### config.mk
export PLATFORM = sky130hd
export DESIGN_NAME = seq_player
export DESIGN_NICKNAME = d
export VERILOG_FILES = /design/src/rtl/seq_player.sv
export SDC_FILE = /design/constraint.sdc
export NUM_CORES = 1
export LEC_CHECK = 0
export ABC_AREA = 1
export BUFFER_PORTS_ARGS = -buffer_cell sky130_fd_sc_hd__buf_4
export CAP_MARGIN = 20
export CORE_UTILIZATION = 32
export CTS_BUF_LIST = sky130_fd_sc_hd__clkbuf_4
export DETAILED_ROUTE_END_ITERATION = 12
export PLACE_DENSITY = 0.5
export SLEW_MARGIN = 10
export SYNTH_ARGS = -nofsm -noshare
export SYNTH_HDL_FRONTEND = slang
export SYNTH_SLANG_ARGS = --single-unit
### constraint.sdc
create_clock -name clk -period 3 [get_ports clk]
set_input_delay 0.6 -clock clk [delete_from_list [all_inputs] [get_ports clk]]
set_output_delay 0.6 -clock clk [all_outputs]
set_load 0.01 [all_outputs]
### src/rtl/seq_player.sv
// rtl/seq_player.sv - stored-symbol sequence player driving a seven-segment digit
//
// Purpose: collects up to DEPTH 4-bit symbols, then plays them back one at a
// time. Each symbol is shown for ON_CYCLES cycles, then blanked for OFF_CYCLES
// cycles. A one-cycle done pulse marks the end of playback. Playback leaves the
// stored sequence intact, so it can be replayed.
//
// Ports:
//   clk      - sole clock, all state on rising edge
//   rst      - synchronous active-high reset
//   wr_en    - append wr_data to the sequence (IDLE only, ignored when full)
//   wr_data  - 4-bit symbol to append
//   clear    - empty the sequence (IDLE only, highest priority there)
//   start    - begin playback (IDLE only, beats wr_en)
//   count    - number of stored symbols
//   full     - count == DEPTH
//   busy     - high outside IDLE
//   done     - one-cycle pulse when playback ends (or on start with empty buffer)
//   digit    - symbol being shown, 0 when blank
//   digit_en - display enable

module seq_player #(
   parameter int DEPTH      = 16,
   parameter int ON_CYCLES  = 8,
   parameter int OFF_CYCLES = 4
) (
   input  logic                    clk,
   input  logic                    rst,
   input  logic                    wr_en,
   input  logic [3:0]              wr_data,
   input  logic                    clear,
   input  logic                    start,
   output logic [$clog2(DEPTH):0]  count,
   output logic                    full,
   output logic                    busy,
   output logic                    done,
   output logic [3:0]              digit,
   output logic                    digit_en
);

   localparam int AW   = $clog2(DEPTH);
   localparam int CW   = AW + 1;
   localparam int TMAX = (ON_CYCLES > OFF_CYCLES) ? ON_CYCLES : OFF_CYCLES;
   localparam int TW   = (TMAX > 1) ? $clog2(TMAX) : 1;

   localparam logic [TW-1:0] ON_LAST  = TW'(ON_CYCLES - 1);
   localparam logic [TW-1:0] OFF_LAST = TW'(OFF_CYCLES - 1);
   localparam logic [CW-1:0] DEPTH_C  = CW'(DEPTH);

   typedef enum logic [1:0] {
      IDLE = 2'd0,
      SHOW = 2'd1,
      GAP  = 2'd2
   } state_t;

   logic [3:0]    mem [DEPTH];

   state_t        state_q, state_nxt;
   logic [AW-1:0] index_q, index_nxt;
   logic [TW-1:0] timer_q, timer_nxt;
   logic [CW-1:0] count_nxt;
   logic          wr_fire;
   logic          done_nxt;

   logic [3:0]    digit_nxt;
   logic          digit_en_nxt;
   logic          busy_nxt;
   logic          full_nxt;

   // State register plus registered outputs
   always_ff @(posedge clk) begin
      if (rst) begin
         state_q  <= IDLE;
         index_q  <= '0;
         timer_q  <= '0;
         count    <= '0;
         full     <= 1'b0;
         busy     <= 1'b0;
         done     <= 1'b0;
         digit    <= 4'h0;
         digit_en <= 1'b0;
      end else begin
         state_q  <= state_nxt;
         index_q  <= index_nxt;
         timer_q  <= timer_nxt;
         count    <= count_nxt;
         full     <= full_nxt;
         busy     <= busy_nxt;
         done     <= done_nxt;
         digit    <= digit_nxt;
         digit_en <= digit_en_nxt;
      end
   end

   // Symbol storage is not reset; only entries below count are ever read
   always_ff @(posedge clk) begin
      if (!rst && wr_fire) begin
         mem[count[AW-1:0]] <= wr_data;
      end
   end

   // Next-state logic: clear > start > wr_en in IDLE; all inputs ignored while playing
   always_comb begin
      state_nxt = state_q;
      index_nxt = index_q;
      timer_nxt = timer_q;
      count_nxt = count;
      wr_fire   = 1'b0;
      done_nxt  = 1'b0;
      case (state_q)
         IDLE: begin
            if (clear) begin
               count_nxt = '0;
            end else if (start) begin
               if (count != '0) begin
                  state_nxt = SHOW;
                  index_nxt = '0;
                  timer_nxt = '0;
               end else begin
                  done_nxt = 1'b1;
               end
            end else if (wr_en && !full) begin
               wr_fire   = 1'b1;
               count_nxt = count + 1'b1;
            end
         end
         SHOW: begin
            if (timer_q == ON_LAST) begin
               state_nxt = GAP;
               timer_nxt = '0;
            end else begin
               timer_nxt = timer_q + 1'b1;
            end
         end
         GAP: begin
            if (timer_q == OFF_LAST) begin
               timer_nxt = '0;
               if ({1'b0, index_q} == count - 1'b1) begin
                  state_nxt = IDLE;
                  done_nxt  = 1'b1;
               end else begin
                  state_nxt = SHOW;
                  index_nxt = index_q + 1'b1;
               end
            end else begin
               timer_nxt = timer_q + 1'b1;
            end
         end
         default: begin
            state_nxt = IDLE;
            index_nxt = '0;
            timer_nxt = '0;
         end
      endcase
   end

   // Output logic: decoded from the upcoming state so the outputs line up with it once registered
   always_comb begin
      digit_nxt    = 4'h0;
      digit_en_nxt = 1'b0;
      busy_nxt     = (state_nxt != IDLE);
      full_nxt     = (count_nxt == DEPTH_C);
      if (state_nxt == SHOW) begin
         digit_nxt    = mem[index_nxt];
         digit_en_nxt = 1'b1;
      end
   end

endmodule

### After elaboration in Yosys (flattened, before gate mapping)

Memories as Yosys holds them, arrays and structs flattened. A register that Yosys moved wholly into a read port is not among the register bits.
Index checks and enable logic that the tools add are counted.

* equality and inequality tests: 10
* add/subtract/negate cells: 4
* mux-type cells: 36
* reductions and logical operators: 9
* bitwise logic cells: 1

Operator list (count)
* two-way mux 4 bit: 5
* two-way mux 5 bit: 4
* two-way mux 3 bit: 5
* two-way mux 1 bit: 13
* one-hot mux 4 bit (3 select lines): 1
* two-way mux 2 bit: 5
* one-hot mux 3 bit (3 select lines): 1
* != test 2 bit, second input constant: 3
* one-hot mux 2 bit (3 select lines): 1
* adder 5 x 1 -> 5 bit, second input constant: 1
* == test 4 x 5 -> 1 bit: 1
* == test 5 bit, second input constant: 1
* nonzero test 5 bit: 1
* subtractor 5 x 1 -> 5 bit, second input constant: 1
* adder 4 x 1 -> 4 bit, second input constant: 1
* == test 2 x 1 -> 1 bit, second input constant: 2
* adder 3 x 1 -> 3 bit, second input constant: 1
* == test 3 x 2 -> 1 bit, second input constant: 1
* == test 3 bit, second input constant: 1
* AND reduction 3 bit: 1
* == test 2 bit, second input constant: 1
* logical AND 1 bit: 2
* logical NOT 1 bit: 2
* logical NOT 2 bit: 1
* 4 further kinds: 4

* logic and storage cells: 69
* memories: 1
* output and inout port bits: 13
* memory bits (writable): 64
* register bits: 18

Memories
* mem: words 16, bits a word 4, read ports 1, clocked after Yosys merged registers in 1, write ports 1, line 56 `logic [3:0] mem [DEPTH];`

### Longest topological paths before layout

Gate-level depths: netlist of run 1.

* depth in word-level cells: 9
* depth in mapped cells: 19

### Worst setup path before layout of run 1

Ideal clock, no wire load.

* kind: register -> register
* start point: reg count[0]
* end point: reg digit[2], read port of mem
* library setup time: 0.119 ns
* arrival: 2.234 ns
* stages on the path, launching flop included: 20
* period minus slack after synthesis: 2.353 ns
* slack: 0.647 ns
* buffers on the path: 1
* path through: dfxtp_1 > inv_1 > ha_1 > nand2_1 > inv_1 > nor2_1 > nand3_1 > nor2_1 > nand2_2 > nand2_2 > nand2_2 > nand3_4 > nand2_4 > inv_2 > buf_2 > nand2_1 > nand3_1 > nand3_1 > nand3_1 > a21oi_1

* word-level cells in the longest chain between the ends: 8

RTL lines
* start, declared: line 33 `output logic [$clog2(DEPTH):0] count,`
* start signal, assigned: line 86 `count <= count_nxt;`
* subtractor 5 x 1 -> 5 bit / nonzero test 5 bit (equally long branches): line 138, 115
* == test 4 x 5 -> 1 bit / two-way mux 2 bit (equally long branches): line 138, 115
* two-way mux 1 bit / two-way mux 2 bit (equally long branches): line 138, 114
* two-way mux 2 bit, on equally long branches: line 136, 112
* one-hot mux 2 bit (3 select lines): line 110 `case (state_q)`
* == test 2 x 1 -> 1 bit: line 163 `if (state_nxt == SHOW) begin`
* inverter 1 bit (no line)
* OR reduction 2 bit (no line)
* end, declared: line 37 `output logic [3:0] digit,`

Parallel ways exist; a longest one is shown, timed or not.
A chain may end at the register's enable or synchronous reset.

### Worst setup path in the final report of run 1

* start point: reg count[1]
* end point: reg digit[0], read port of mem

The elaborated chain is that of the path after synthesis.

==> results.json, run 1 <==
{
  "status": "completed",
  "drt-initial-drc-count": 185,
  "ios": 22,
  "critPathMaxFanout": 6,
  "fillerInstances": 1278,
  "crit_chain": "inv_1 > ha_1 > nand2_1 > inv_1 > nor2_1 > nand3_1 > nor2_1 > nand2_2 > nand2_2 > inv_2 > nand3_1 > nand3_1 > a21oi_1 > inv_1 > nand3_1 > a21oi_1",
  "dp_cells": 633,
  "tns_ns": 0,
  "reg2reg_slack_ns": 0.33,
  "drive_gt1_share_pct": 13.4,
  "crit_type": "flip-flop to flip-flop",
  "via_per_inst": 4.65,
  "drt_wl_total_mm": 9.73,
  "yosysSeqAreaShare_pct": 55.5,
  "port_buffers": 21,
  "h-tree-depth": 3,
  "switching_share_pct": 23.5,
  "clk_latency_ns": 0.45,
  "relSlewSlack_pct": 58.2,
  "crit_family": "simple AND/OR/NAND/NOR gates",
  "crit_required_ns": 3.35,
  "wl_per_cell_um": 15.0,
  "dp.final_hpwl_mm": 6.92,
  "combPwrFrac_pct": 3.7,
  "start_kind": "flip-flop",
  "path_clk_slew_ns": 0.15,
  "use_met1_pct": 21.6,
  "setup_viol": 0,
  "dr.pass1.iters": 4,
  "antenna_found_initial": 1,
  "leakagePower_uw": 0.00191,
  "tritoncts": "yes",
  "power.switching_uw": 453,
  "internal_power_uw": 1480,
  "syn_area_um2": 4250,
  "core_um2": 12800,
  "slew_viol_final": 0,
  "tightest_slew_ns": 0.625,
  "critical-path-max-stage-delay_ns": 0.43,
  "start_util_pct": 33.3,
  "ys_seq_elements": 86,
  "synth_warnings": 0,
  "timing.rr.start": "count[1]",
  "crit_path_end_kind": "flip-flop",
  "final_util_pct": 36.7,
  "grt_pass1_vias": 2864,
  "synth-main-ff-cell": "edfxtp_1",
  "busiest_layer": "met1",
  "die_w_um": 117,
  "path_common_cell": "nand3_1",
  "total_power_uw": 1930,
  "hold_path_class": "input port to flip-flop",
  "synthArstFlopShare_pct": 0,
  "max_cap_viol_count": 0,
  "hold_violations": 0,
  "vias": 3025,
  "ant_nets": 0,
  "startpoint": "count[1]",
  "p_per_area_nw_per_um2": 411,
  "seq_power_share_pct": 66.5,
  "regArea_um2": 2360,
  "ctsRootBufferMaster": "clkbuf_4",
  "fmax_mhz": 375,
  "hold_depth": 2,
  "worst-path-buf-inv": 4,
  "r2r-end": "digit[0]",
  "synth_top_area_share_pct": 45.2,
  "rows": 41,
  "cts_hold_buf": 0,
  "nets": 495,
  "yosysMostFrequentCell": "nand3_1",
  "grt_use_total_pct": 14.8,
  "area_growth_pct": 10.3,
  "path_depth": 16,
  "grt.met2_usage_pct": 20.9,
  "cpMaxStageDelayCell": "dfxtp_1",
  "cts.sinks": 86,
  "rsz0062_at_grt": "false",
  "arrival_ns": 3.01,
  "cts-buffers-inserted": 9,
  "synth.distinct_cells": 32,
  "grt_max_degree": 36,
  "synthCells": 451,
  "whs_ns": 0.429,
  "synth_top_area_cell": "edfxtp_1",
  "period_minus_slack_ns": 2.67,
  "synth_common_cells": "nand3_1 (82), nand2_1 (74), inv_1 (69)",
  "dieHeight_um": 117,
  "overflow": 0,
  "die_area_um2": 13800,
  "crit_path_end": "digit[0]",
  "synth_nets": 474,
  "syn_area_per_cell_um2": 9.43,
  "synth-edff-count": 64,
  "clockBufferDepth": 2,
  "drc": 0,
  "synth_area_leaders": "edfxtp_1 (45%), dfxtp_1 (10%), nand3_1 (9.6%), nand2_1 (6.5%), inv_1 (6.1%)",
  "finalCritPeriodShare_pct": 88.9,
  "finalClockSkew_ns": 0.0186,
  "use_met3_pct": 2.14,
  "rr_worst_depth": 16,
  "grt_pass1_wl_mm": 15.6,
  "p_clk_share_pct": 29.8,
  "multi_input_area_um2": 1530,
  "place_congestion": 0.790,
  "stdcell_count": 650,
  "peakVddDrop_uv": 136
}
-- repair_timing --
action / 4_1_cts / 5_1_grt
hold endpoints to repair: 0 / 0
gates resized for setup: 0 / 1
endpoints found under the setup margin: 0 / 3
setup buffers: 0 / 0
-- state kept, by name (all words and copies together), names as in the netlist --
name,count
digit_en,1
timer_q,3
count,5
index_q,4
state_q,2
full,1
mem,64
busy,1
done,1
digit,4
-- area by class of cell --
type	instances	area share (%)
Clock buffer	9	1.44
Inverter	76	6.08
Tap cell	172	4.59
Clock inverter	7	1.04
Timing Repair Buffer	24	3.84
Antenna cell	1	0.0533
Multi-Input combinational cell	275	32.6
Sequential cell	86	50.3
-- kinds of logic (layout without fill, tap and decap cells) --
group                    after synthesis  in the layout  share of synthesized area (%)
buffers and inverters                 90            116                           8.71
AND/OR/NAND/NOR                      232            232                           27.1
other                                  0              1                              0
adder cells (fa/ha/maj)               14             14                           4.12
flip-flops                            86             86                           55.5
XOR/XNOR                               3              3                          0.618
AO/OA/AOI/OAI                         26             26                           3.88
-- power by group through the flow --
stage                     clock [uW]  sequential (uW)  combinational, uW
after floorplan                    0             1310               28.6
after global placement             0             1310               71.5
after detailed placement           0             1310               71.5
after CTS                        594             1280               71.8
after global routing             626             1280               79.1
final                            575             1280               71.1
-- placed cells by master (no fill, tap or decap) --
| master | Yosys | final |
|---|---|---|
| inv_1 | 69 | 69 |
| o221ai_1 | 1 | 1 |
| clkinv_2 | 0 | 3 |
| nor2_2 | 1 | 1 |
| nor3_1 | 2 | 2 |
| clkinvlp_4 | 0 | 1 |
| nor2_4 | 1 | 1 |
| a211oi_1 | 2 | 2 |
| a21oi_1 | 14 | 14 |
| nand3_4 | 1 | 1 |
| buf_4 | 3 | 24 |
| inv_6 | 0 | 1 |
| a21oi_4 | 2 | 2 |
| edfxtp_1 | 64 | 64 |
| nand3_1 | 82 | 82 |
| inv_2 | 7 | 7 |
| o211ai_1 | 1 | 1 |
| clkinv_4 | 0 | 2 |
| nand2_4 | 2 | 1 |
| xor2_1 | 3 | 3 |
| nor2_1 | 32 | 32 |
| diode_2 | 0 | 1 |
| nand3b_1 | 24 | 24 |
| nand2_2 | 5 | 5 |
| dfxtp_1 | 22 | 22 |
| nand2_1 | 74 | 74 |
| a31oi_1 | 1 | 1 |
| nor4_2 | 1 | 1 |
| nand4_1 | 3 | 3 |
| nand3_2 | 3 | 3 |
| o21ai_0 | 5 | 5 |
| nand2_8 | 0 | 1 |
| ha_1 | 14 | 14 |
| clkbuf_4 | 0 | 9 |
| or2_2 | 1 | 1 |
-- how the worst min path moves through the flow --
stage,from,end,slack (ns)
finish,rst,done,0.43
floorplan,timer_q[0],timer_q[0],0.46
global placement,timer_q[0],timer_q[0],0.47
global route,rst,index_q[0],0.43
detailed placement,timer_q[0],timer_q[0],0.48
CTS,rst,done,0.39
-- worst reg2reg max path: cells and delay by family (launching register included) --
kind	cells	cell delay, ns
buffers and inverters	4	0.45
AOI/OAI and AO/OA	2	0.50
and+or+nand+nor	9	0.88
DFF	1	0.43
adders and majority gates	1	0.32
-- per-layer routing --
| metal | up-vias | part of all wire, % |
|---|---|---|
| li1 | 1542 | - |
| met1 | 1392 | 51 |
| met2 | 74 | 43 |
| met3 | 17 | 4.1 |
| met4 | 0 | 2.4 |
| met5 | - | 0 |
-- stage by stage --
stage          setup WS [ns]  cell area, um2
2_1_floorplan          0.647            4250
3_3_place_gp           0.290            4560
3_5_place_dp           0.244            4560
4_1_cts                0.223            4680
5_1_grt               0.0353            4690
6_report               0.332            4690
Power figures use the tool's default switching activity.
==> run 2: changes to the inputs <==
--- a/config.mk
+++ b/config.mk
@@ -11,7 +11,7 @@
 export CORE_UTILIZATION = 32
 export CTS_BUF_LIST = sky130_fd_sc_hd__clkbuf_4
 export DETAILED_ROUTE_END_ITERATION = 12
-export PLACE_DENSITY = 0.5
+export PLACE_DENSITY = 0.51
 export SLEW_MARGIN = 10
 export SYNTH_ARGS = -nofsm -noshare
 export SYNTH_HDL_FRONTEND = slang
==> run 2 against run 1 <==
  * Combinational power decreased by 2%
  * Global-route usage increased by 0.16 points
  * Critical path depth increased by 1
  * Critical endpoint is now digit[1]
  * Highest routed layer unchanged
==> results.json, run 2 (synthesized netlist as in run 1, its figures left out) <==
{
  "drive_gt1_share_pct": 13.2,
  "fmax_mhz": 372,
  "largest_reg_flops": 64,
  "crit_required_ns": 3.39,
  "dp.final_hpwl_mm": 7.06,
  "area_growth_pct": 11.8,
  "status": "completed",
  "place_congestion": 0.838,
  "hold_path_class": "input port to flip-flop",
  "dpl_cell_area_um2": 4560,
  "clockBufferDepth": 2,
  "relSlewSlack_pct": 54.0,
  "arrival_ns": 3.08,
  "regArea_um2": 2360,
  "cts.sinks": 86,
  "drt-initial-drc-count": 174,
  "ctsRootBufferMaster": "clkbuf_4",
  "antenna_found_initial": 1,
  "rr_worst_depth": 17,
  "final_util_pct": 37.2,
  "ant_nets": 0,
  "grt_max_degree": 36,
  "peakVddDrop_uv": 171,
  "startpoint": "count[1]",
  "die_area_um2": 13800,
  "setup_viol": 0,
  "critPathMaxFanout": 24,
  "start_util_pct": 33.3,
  "tightest_slew_ns": 0.685,
  "grt_use_total_pct": 14.9,
  "max_cap_viol_count": 0,
  "hold_path_end": "full",
  "whs_ns": 0.419,
  "h-tree-depth": 3,
  "start_kind": "flip-flop",
  "fillerInstances": 1280,
  "nets": 495,
  "crit_type": "flip-flop to flip-flop",
  "crit_path_end_kind": "flip-flop",
  "dr.pass1.iters": 5,
  "hold_depth": 3,
  "grt_pass1_vias": 2921,
  "mostFrequentLayoutCells": "nand3_1 (82), nand2_1 (74), inv_1 (69), edfxtp_1 (64), nor2_1 (32)",
  "reg2reg_slack_ns": 0.31,
  "die_w_um": 117,
  "tritoncts": "yes",
  "timing.rr.start": "count[1]",
  "cts-buffers-inserted": 9,
  "p_per_area_nw_per_um2": 455,
  "period_minus_slack_ns": 2.69,
  "drt_wl_total_mm": 9.84,
  "vias": 3085,
  "wl_per_cell_um": 15.1,
  "tns_ns": 0,
  "slew_viol_final": 0,
  "rsz0062_at_grt": "false",
  "ios": 22,
  "overflow": 0,
  "hold_violations": 0,
  "grt_pass1_wl_mm": 15.6,
  "clk_latency_ns": 0.45,
  "post_cts_buffers": 0,
  "leakagePower_uw": 0.00194,
  "path_clk_slew_ns": 0.13,
  "drc": 0,
  "hold_path.startpoint": "clear",
  "finalClockSkew_ns": 0.0154,
  "fin_area_um2": 4760,
  "final_common_cell": "nand3_1",
  "rows": 41,
  "port_buffers": 21,
  "via_per_inst": 4.75,
  "multi_input_area_um2": 1530,
  "finalCritPeriodShare_pct": 89.6,
  "dieHeight_um": 117,
  "core_um2": 12800,
  "r2r-end": "digit[1]"
}
run 2: changes by cell type in the layout (fill, tap and decap cells not counted), sizes merged:
cell      previous run  this run
clkinvlp             1         0
clkinv               5         4
inv                 77        76
bufinv               0         3
run 2: area by class of cell:
type / count / share of cell area (%)
well taps: 172 / 4.53
clock buffers: 9 / 1.42
flip-flops and latches: 86 / 49.7
multi-input cells: 275 / 32.2
clock inverters: 7 / 2.37
inverters: 76 / 6.00
repair buffers: 24 / 3.79
diodes: 1 / 0.0526
run 2: worst max-delay path: stages (launching register included):
cell and delay (ns):
dfxtp_1 0.43, inv_1 0.14, ha_1 0.34, nand2_1 0.08, inv_1 0.03, nor2_1 0.10
nand3_1 0.09, nor2_1 0.11, nand2_2 0.10, nand3_2 0.09, nand3_4 0.13, nand2_8 0.20
nand2_4 0.17, nand2_1 0.11, nand3_1 0.11, nand3_1 0.12, nand3_1 0.10, a21oi_1 0.17
run 2: repair_timing:
action / in CTS / in global routing
hold buffers: 0 / 0
resized for setup: 0 / 1
setup endpoints to repair: 0 / 2
run 2: metal layers:
layer  global-route usage (%)  vias up  share of wire (%)
met4                     6.90        0                1.8
met1                     20.7     1462                 49
li1                         -     1545                  -
met5                        0        -                  0
met2                     22.3       67                 45
met3                     2.97       11                4.8
run 2: how the worst max path moves through the flow:
stage               slack [ns]        to
finish                    0.31  digit[1]
global placement          0.39  digit[1]
floorplan                 0.65  digit[2]
global route              0.05  digit[3]
detailed placement        0.29  digit[3]
CTS                       0.24  digit[3]
run 2: power by group:
group | switching (uW) | internal [uW]
Sequential | 2.59 | 1280
Clock | 392 | 418
Combinational | 46.4 | 23.1
Total | 441 | 1720
run 2: through the flow:
step	setup WS [ns]	instances	power, uW
global placement	0.395	633	1380
CTS	0.244	649	2190
floorplan	0.647	451	1340
global route	0.0458	650	2240
finish	0.312	650	2160
detailed placement	0.287	633	1380
